<file path="src/rtl/ecdsa_axis_pkg.sv">
// ecdsa_axis_pkg: shared signature-packet widths and output FSM states for the ECDSA AXI-stream path
package ecdsa_axis_pkg;
  localparam int BEAT_W_DEF = 256;
  localparam int BEATS_DEF = 2;
  localparam int PKT_W_DEF = BEAT_W_DEF * BEATS_DEF;
  typedef enum logic {IDLE, SEND} pkt_state_t;
endpackage

</file>
<file path="src/rtl/sig_pkt_buf.sv">
// sig_pkt_buf: 2-entry ping-pong packet store with push/pop/full/empty
module sig_pkt_buf
  import ecdsa_axis_pkg::*;
#(
  parameter int W = PKT_W_DEF
) (
  input  logic         clk,
  input  logic         rst,
  input  logic         push,
  input  logic         pop,
  input  logic [W-1:0] wdata,
  output logic [W-1:0] rdata,
  output logic         full,
  output logic         empty
);
  logic [W-1:0] mem [2];
  logic         wr_ptr, rd_ptr;
  logic [1:0]   count;
  assign full = count == 2'd2;
  assign empty = count == 2'd0;
  assign rdata = mem[rd_ptr];
  always_ff @(posedge clk or posedge rst)
    if (rst) begin
      wr_ptr <= 1'b0;
      rd_ptr <= 1'b0;
      count <= 2'd0;
    end else begin
      wr_ptr <= wr_ptr ^ push;
      rd_ptr <= rd_ptr ^ pop;
      count <= count + 2'(push) - 2'(pop);
    end
  always_ff @(posedge clk)
    if (push) mem[wr_ptr] <= wdata;
endmodule

</file>
<file path="src/rtl/axis_sig_packetizer.sv">
// axis_sig_packetizer: splits buffered signature packets into AXI-stream beats, low slice first (SIG_BSWAP_EN byte-reverses each beat)
module axis_sig_packetizer
  import ecdsa_axis_pkg::*;
#(
  parameter int BEAT_W = BEAT_W_DEF,
  parameter int BEATS = BEATS_DEF
) (
  input  logic                    clk,
  input  logic                    rst,
  input  logic [BEAT_W*BEATS-1:0] sig_data,
  input  logic                    sig_valid,
  output logic                    sig_ready,
  output logic [BEAT_W-1:0]       outa_tdata,
  output logic                    outa_tvalid,
  input  logic                    outa_tready,
  output logic                    outa_tlast,
  output logic                    busy,
  output logic [15:0]             pkt_count
);
  localparam int PW = BEAT_W * BEATS;
  localparam int CW = BEATS > 1 ? $clog2(BEATS) : 1;
  pkt_state_t        state;
  logic [CW-1:0]     beat;
  logic              live, push, pop, full, empty, send, last, hs;
  logic [PW-1:0]     head;
  logic [BEAT_W-1:0] slice, beat_out;
  assign send = state == SEND;
  assign last = beat == CW'(BEATS - 1);
  assign hs = send && outa_tready;
  assign pop = hs && last;
  assign push = sig_valid && sig_ready;
  assign sig_ready = live && !full;
  assign outa_tvalid = send;
  assign outa_tlast = send && last;
  assign busy = !empty || send;
  assign slice = head[beat*BEAT_W +: BEAT_W];
  assign outa_tdata = send ? beat_out : '0;
`ifdef SIG_BSWAP_EN
  for (genvar k = 0; k < BEAT_W / 8; k++) begin : g_swap
    assign beat_out[8*k +: 8] = slice[BEAT_W-8*k-8 +: 8];
  end
`else
  assign beat_out = slice;
`endif
  sig_pkt_buf #(.W(PW)) u_buf (
    .clk   (clk),
    .rst   (rst),
    .push  (push),
    .pop   (pop),
    .wdata (sig_data),
    .rdata (head),
    .full  (full),
    .empty (empty)
  );
  // a same-cycle accept keeps the buffer non-empty, so SEND rolls into the next packet without a bubble
  always_ff @(posedge clk or posedge rst)
    if (rst) begin
      state <= IDLE;
      beat <= '0;
      live <= 1'b0;
      pkt_count <= 16'd0;
    end else begin
      live <= 1'b1;
      if (!send) begin
        if (!empty) begin
          state <= SEND;
          beat <= '0;
        end
      end else if (hs) begin
        beat <= last ? '0 : beat + CW'(1);
        if (last) begin
          pkt_count <= pkt_count + 16'd1;
          if (!(full || push)) state <= IDLE;
        end
      end
    end
endmodule

</file>
<file path="config.mk">
export PLATFORM = sky130hd
export DESIGN_NAME = axis_sig_packetizer
export DESIGN_NICKNAME = d
export VERILOG_FILES = /design/src/rtl/ecdsa_axis_pkg.sv /design/src/rtl/sig_pkt_buf.sv /design/src/rtl/axis_sig_packetizer.sv
export SDC_FILE = /design/constraint.sdc
export NUM_CORES = 1
export LEC_CHECK = 0
export ABC_AREA = 0
export BUFFER_PORTS_ARGS = -buffer_cell sky130_fd_sc_hd__buf_2
export CAP_MARGIN = 10
export CORE_AREA = 2 2 307 309
export DETAILED_ROUTE_END_ITERATION = 12
export DIE_AREA = 0 0 309 311
export PLACE_DENSITY = 0.61
export SLEW_MARGIN = 20
export SYNTH_ARGS = -nofsm -noshare
export SYNTH_HDL_FRONTEND = slang
export SYNTH_SLANG_ARGS = --single-unit
</file>
<file path="constraint.sdc">
create_clock -name clk -period 20.9 [get_ports clk]
set_input_delay 3.135 -clock clk [delete_from_list [all_inputs] [get_ports clk]]
set_output_delay 3.135 -clock clk [all_outputs]
set_load 0.01 [all_outputs]
</file>
==> impl_metrics.toml, run 1 <==
[run_status]
outcome = "complete, no violations"

[placed_design]
routabilityCongestion = 0.808
dpl-instance-area_um2 = 44900
portBuffers = 791
dp.final_hpwl_um = 65200

[floorplan]
core_um2 = 92800
dieHeight_um = 311
start_util_pct = 42.9
placementRows = 112
dieArea_um2 = 96100
die_x_um = 309
io_pins = 792

[synthesis]
synth_seq_area_share_pct = 78.8
syn_nets = 2236
synth_cells = 1715
synth_warnings = 0
synth.distinct_cells = 27
syn_avg_cell_area_um2 = 23.2
synth.ff_latch_count = 1047
syn_area_um2 = 39800

[sta]
finalSetupTns_ns = 0
rsz0062_at_grt = "no"
hold_viol = 0
tightest_slew_ns = 1.09
period_share_pct = 35.4
final_max_slew_viol_count = 0
hold_ws_ns = 0.476
setup-violations-final = 0
maxSlewHeadroom_pct = 27.3
fmax_mhz = 135
period_minus_slack_ns = 7.39
clock_skew_ns = 0.0164

[critical_path]
crit_family = "buffers and inverters"
critPathSlowestCell = "dfrtp_4"
path_cells = "buf_4 -> buf_16 -> buf_4 -> mux4_2 -> and2_1 -> buf_2"
crit_buf_inv = 4
arrival_ns = 4.26
crit_required_ns = 17.77
worstPathMaxFanout = 46
rrSetupSlack_ns = 17.03
critical_path_class = "reg -> out"
cpMostUsedCell = "buf_4"
rr_worst_depth = 6
cpPeakStageDelay_ns = 0.89
end_kind = "output pin"
r2r_start = "u_buf.count[0]$_DFF_PP0_"
startpoint_type = "flip-flop"
regToRegEndpoint = "u_buf.mem[1][151]$_DFFE_PP_"

[layout]
fillCellCount = 7534
drive_above_1_share_pct = 46.3
area_growth_pct = 21.4
nets = 3070
final_cell_area_um2 = 48300

[power]
power-per-cell-area_nw_per_um2 = 138
p_total_mw = 6.64
p_leak_nw = 17.0
irDropWorstVdd_uv = 117

[clock_network]
htree_levels = 3
clk_path_buf_depth = 3
clock_latency_ns = 0.67
root_buffer = "clkbuf_16"
cts_sinks = 1047
cts_tree = "done"
cts_resized = 0
cts_hold_buffers = 0
clkTransAtPathRegs_ns = 0.06
cts_buffers = 107
post_cts_buffers = 0

[drt]
wirelength_um = 96700
vias = 20391
drc = 0
vias_per_cell = 5.21
antenna_left = 0
drt_pre_antenna_iters = 7
drt_iter0_markers = 1683
wire_per_inst_um = 24.7

[min_path]
hp-class = "reg -> reg"
hold_end = "pkt_count[15]$_DFFE_PP0P_"
min-delay-start = "pkt_count[15]$_DFFE_PP0P_"
whs_path_depth = 1

[grt]
grt_pass1_vias = 21610
grt_max_degree = 183
antenna_found_initial = 56
grt-ovfl-total = 0
track_usage_pct = 19.8
grt_pass1_wl_um = 140000

[run]
maxCapViolCount = 0
-- how the worst max path moves through the flow --
stage	depth (start not counted)	endpoint	slack, ns	start
2_1_floorplan	2	u_buf.mem[1][0]$_DFFE_PP_	4.96	sig_valid
3_5_place_dp	6	outa_tdata[190]	13.94	u_buf.rd_ptr$_DFF_PP0_
5_1_grt	6	outa_tdata[198]	13.04	u_buf.rd_ptr$_DFF_PP0_
4_1_cts	6	outa_tdata[190]	13.19	u_buf.rd_ptr$_DFF_PP0_
3_3_place_gp	5	outa_tdata[190]	13.79	u_buf.rd_ptr$_DFF_PP0_
6_report	6	outa_tdata[198]	13.51	u_buf.rd_ptr$_DFF_PP0_
-- layout by cell type, fill, tap and decap left out, types with 4 or more instances in the layout --
cell / Yosys / routed
clkbuf_16: 0 / 109
buf_2: 27 / 791
dfrtp_1: 23 / 20
clkinv_1: 0 / 21
clkbuf_1: 30 / 26
mux4_2: 256 / 256
xor2_1: 4 / 4
nand2_1: 12 / 12
nand3_1: 5 / 5
and2_1: 259 / 259
buf_12: 1 / 5
bufinv_16: 0 / 6
edfxtp_1: 1024 / 1024
xnor2_1: 15 / 15
diode_2: 0 / 32
buf_4: 1 / 14
inv_1: 7 / 7
clkinv_2: 0 / 23
-- per-stage QoR --
| step | worst slack [ns] | instances | utilization (%) |
|---|---|---|---|
| 6_report | 13.51 | 3916 | 52.0 |
| 3_5_place_dp | 13.94 | 3693 | 48.4 |
| 2_1_floorplan | 4.96 | 1715 | - |
| 4_1_cts | 13.19 | 3883 | 51.9 |
| 5_1_grt | 13.04 | 3911 | 52.0 |
| 3_3_place_gp | 13.79 | 3692 | 48.4 |
-- worst reg2reg max path, stage by stage, from the launching register on --
cell,delay [ns]
dfrtp_1,0.36
inv_1,0.07
nand2_1,0.09
and3_1,0.29
ha_4,0.70
buf_4,0.99
buf_4,0.87
-- cell type report --
type / count / area (µm²) / area share, %
sequential: 1047 / 31300 / 64.9
multi-input combinational: 574 / 7830 / 16.2
timing repair buffer: 812 / 4200 / 8.70
clock buffer: 135 / 2830 / 5.85
tap: 1254 / 1570 / 3.25
clock inverter: 55 / 417 / 0.863
antenna: 32 / 80.1 / 0.166
inverter: 7 / 26.3 / 0.0544
-- routing by layer --
| layer | GRT usage, % | wire length, µm | part of all wire, % |
|---|---|---|---|
| met5 | 0 | 257 | 0.27 |
| met4 | 8.37 | 3360 | 3.5 |
| met3 | 5.79 | 7510 | 7.8 |
| met2 | 34.2 | 51300 | 53 |
| met1 | 22.9 | 34200 | 35 |
-- logic make-up after synthesis --
group | share of synthesized area, %
muxes | 14.5
DFF | 78.8
and+or+nand+nor | 4.49
xor gates and xnor gates | 0.418
adders and majority gates | 0.157
buffers and inverters | 1.62
other | 0.00943
AOI/OAI and AO/OA | 0.0377
-- cells in the mapped netlist (all sizes together) --
cell    count  area, µm²
clkbuf     30        113
o21ai       2       10.0
buf        57        504
nand4       3       18.8
conb        1       3.75
mux4      256       5770
or3         1       6.26
edfxtp   1024      30700
nand2      12       45.0
ha          5       62.6
and2      259       1620
nor2        3       11.3
and3        2       12.5
xnor2      15        131
nand3       6       35.0
and4        2       17.5
a21oi       1       5.00
dfrtp      23        576
nor3        2       20.0
xor2        4       35.0
inv         7       26.3
-- registers in the layout, summed over array words and instances (netlist names) --
register      flops
outa_tvalid       1
u_buf.count       2
pkt_count        16
beat              1
u_buf.mem      1024
u_buf.rd_ptr      1
u_buf.wr_ptr      1
live              1
-- report_power, final --
part | switching [mW] | total (mW) | internal [mW]
logic | 1.16 | 2.15 | 0.992
clock network | 0.758 | 1.78 | 1.02
registers | 0.104 | 2.71 | 2.61
total | 2.02 | 6.64 | 4.62
(Power assumes the default switching activity.)
==> inputs of run 2 (changes only) <==
--- a/config.mk
+++ b/config.mk
@@ -5,12 +5,12 @@
 export SDC_FILE = /design/constraint.sdc
 export NUM_CORES = 1
 export LEC_CHECK = 0
-export ABC_AREA = 0
+export ABC_AREA = 1
 export BUFFER_PORTS_ARGS = -buffer_cell sky130_fd_sc_hd__buf_2
 export CAP_MARGIN = 10
-export CORE_AREA = 2 2 307 309
+export CORE_AREA = 2 2 311 313
 export DETAILED_ROUTE_END_ITERATION = 12
-export DIE_AREA = 0 0 309 311
+export DIE_AREA = 0 0 313 315
 export PLACE_DENSITY = 0.61
 export SLEW_MARGIN = 20
 export SYNTH_ARGS = -nofsm -noshare
==> constraint.sdc (replaced) <==
create_clock -name clk -period 6.17 [get_ports clk]
set_input_delay 0.9255 -clock clk [delete_from_list [all_inputs] [get_ports clk]]
set_output_delay 0.9255 -clock clk [all_outputs]
set_load 0.01 [all_outputs]
==> impl_metrics.toml, run 2 <==
[sta]
final_max_slew_viol_count = 0
rsz0062_at_grt = "no"
setup_ws_ns = 1.90
maxSlewHeadroom_pct = 25.2
finalSetupTns_ns = 0
period_share_pct = 69.3
tightest_slew_ns = 1.12
period_minus_slack_ns = 4.27
hold_viol = 0
hold_ws_ns = 0.438
setup-violations-final = 0
clock_skew_ns = 0.0155
fmax_mhz = 234

[grt]
track_usage_pct = 19.6
antenna_found_initial = 46
grt_pass1_vias = 23934
grt_pass1_wl_um = 146000
grt_max_degree = 239
grt-ovfl-total = 0

[clock_network]
clk_path_buf_depth = 3
post_cts_buffers = 0
root_buffer = "clkbuf_16"
cts_hold_buffers = 0
htree_levels = 3
cts_sinks = 1047
cts_tree = "done"
clkTransAtPathRegs_ns = 0.06
cts_buffers = 106
clock_latency_ns = 0.68
cts_resized = 0

[floorplan]
dieHeight_um = 315
die_x_um = 313
placementRows = 114
io_pins = 792
core_um2 = 95700
dieArea_um2 = 98600
start_util_pct = 40.6

[run_status]
outcome = "complete, no violations"

[power]
p_leak_nw = 16.9
seqPwrFrac_pct = 38.9
internal_power_mw = 14.9
switchingPower_mw = 8.36
power-per-cell-area_nw_per_um2 = 490
switching_share_pct = 36.0
irDropWorstVdd_uv = 582
clkPwrFrac_pct = 26.1
pwr-share-comb_pct = 34.9

[drt]
wire_per_inst_um = 21.3
vias = 24803
drt_pre_antenna_iters = 5
antenna_left = 0
vias_per_cell = 5.19
wirelength_um = 102000
drt_iter0_markers = 1873
drc = 0

[layout]
largest_register_ffs = 1024
drive_above_1_share_pct = 28.2
nets = 3906
fin_util_pct = 49.6
area_growth_pct = 22.1
final_common_cell = "edfxtp_1"
top_register = "u_buf.mem"
final_cell_mix = "edfxtp_1, buf_2, nor2_1"
fin_cells = 4781
reg.largest.list = "u_buf.mem: 1024 flops, pkt_count: 16 flops, u_buf.count: 2 flops"

[min_path]
hp-class = "in -> reg"

[critical_path]
worstPathMaxFanout = 112
startpoint_type = "flip-flop"
arrival_ns = 3.35
crit_required_ns = 5.24
end_kind = "output pin"
critical_path_class = "reg -> out"

[synthesis]
synth_xor_area_share_pct = 0.270
synth_edf_count = 1024
synth_top_family_by_area = "compound AO/OA/AOI/OAI gates"
synth_adder_area_share_pct = 0.161
synth_compound_area_share_pct = 10.8
synth_ff_type = "edfxtp_1"
synthTopCellsByCount = "edfxtp_1, nor2_1, o21ai_0"
synth.distinct_cells = 30
synthTopCellsByArea = "edfxtp_1, o21ai_0, nor2_1, o22ai_1, dfrtp_1"
synth.most_common_cell = "edfxtp_1"
synth_top_area_cell = "edfxtp_1"
synth_cells = 2616
synth_seq_area_share_pct = 80.6
syn_area_um2 = 38900
synth_warnings = 0
synth_top_area_share_pct = 79.1
synth.ff_latch_count = 1047
syn_nets = 3137
synthArstFlopShare_pct = 2.20
syn_avg_cell_area_um2 = 14.9
yosys.area_share.simple_pct = 5.77
synth_mux_area_share_pct = 0

[placed_design]
dp.final_hpwl_um = 65000
dp.cells = 4553
portBuffers = 791
place_ws_ns = 2.46
routabilityCongestion = 0.811

[run]
maxCapViolCount = 0
[run 2: cell types whose count changed in the layout (fill, tap and decap cells not counted), sizes merged, moves of 4 or more]
cell	before	now
and2	259	0
buf	812	830
xor2	4	8
nor2	3	534
o22ai	0	256
clkbuf	135	139
inv	10	25
mux4	256	0
nand2	12	37
xnor2	15	4
o21ai	2	514
[run 2: stage by stage]
step           instance area [µm²]  power, mW
5_1_grt                      47500       24.5
3_3_place_gp                 44100       17.3
4_1_cts                      47400       23.5
6_report                     47500       23.2
2_1_floorplan                38900       14.3
3_5_place_dp                 44100       17.4
[run 2: critical path, stage by stage, from the launching register on]
cell and delay (ns):
dfrtp_4 0.63, buf_4 0.45, buf_4 0.82, o21ai_0 0.21, o22ai_1 0.23, buf_2 0.18
[run 2: logic make-up (layout without fill, tap and decap cells)]
family                     Yosys count  after routing
DFF                               1047           1047
buffers and inverters              193           1047
and+or+nand+nor                    585            585
other                                1             36
AOI/OAI and AO/OA                  773            773
adders and majority gates            5              5
xor gates and xnor gates            12             12
[run 2: final timing paths]
path / start / to / slack, ns / cells past startpoint
max reg2reg: u_buf.count[1]$_DFF_PP0_ / u_buf.mem[0][346]$_DFFE_PP_ / 2.97 / 5
min: sig_data[43] / u_buf.mem[0][43]$_DFFE_PP_ / 0.44 / 1
min in group asynchronous: rst / u_buf.count[0]$_DFF_PP0_ / 0.47 / 2
min reg2reg: pkt_count[15]$_DFFE_PP0P_ / pkt_count[15]$_DFFE_PP0P_ / 0.51 / 2
max in group asynchronous: rst / u_buf.rd_ptr$_DFF_PP0_ / 5.01 / 2
max: u_buf.rd_ptr$_DFF_PP0_ / outa_tdata[114] / 1.90 / 5
[run 2: cell type report]
cell class | instances | area (µm²)
clock buffers | 139 | 2860
fillers | 8340 | 48200
well taps | 1276 | 1600
inverters | 24 | 114
repair buffers | 830 | 4430
multi-input cells | 1376 | 6640
flip-flops and latches | 1047 | 31300
clock inverters | 54 | 419
diodes | 35 | 87.6
[run 2: per-layer routing]
layer	share of wire, %	routed length, µm	up-vias	global-route usage, %
met5	0.17	170	-	0
met4	3.9	4010	28	9.82
met3	7.3	7380	221	5.82
met2	51	51400	793	32.8
met1	38	38800	12304	23.1
li1	-	-	11457	-
[run 2: power by group through the flow]
stage	Sequential, mW	Clock, mW	Combinational (mW)
final	9.05	6.08	8.12
after global routing	9.12	6.49	8.85
after CTS	9.05	6.22	8.23
after detailed placement	9.19	0	8.19
after global placement	9.18	0	8.16
after floorplan	9.40	0	4.85
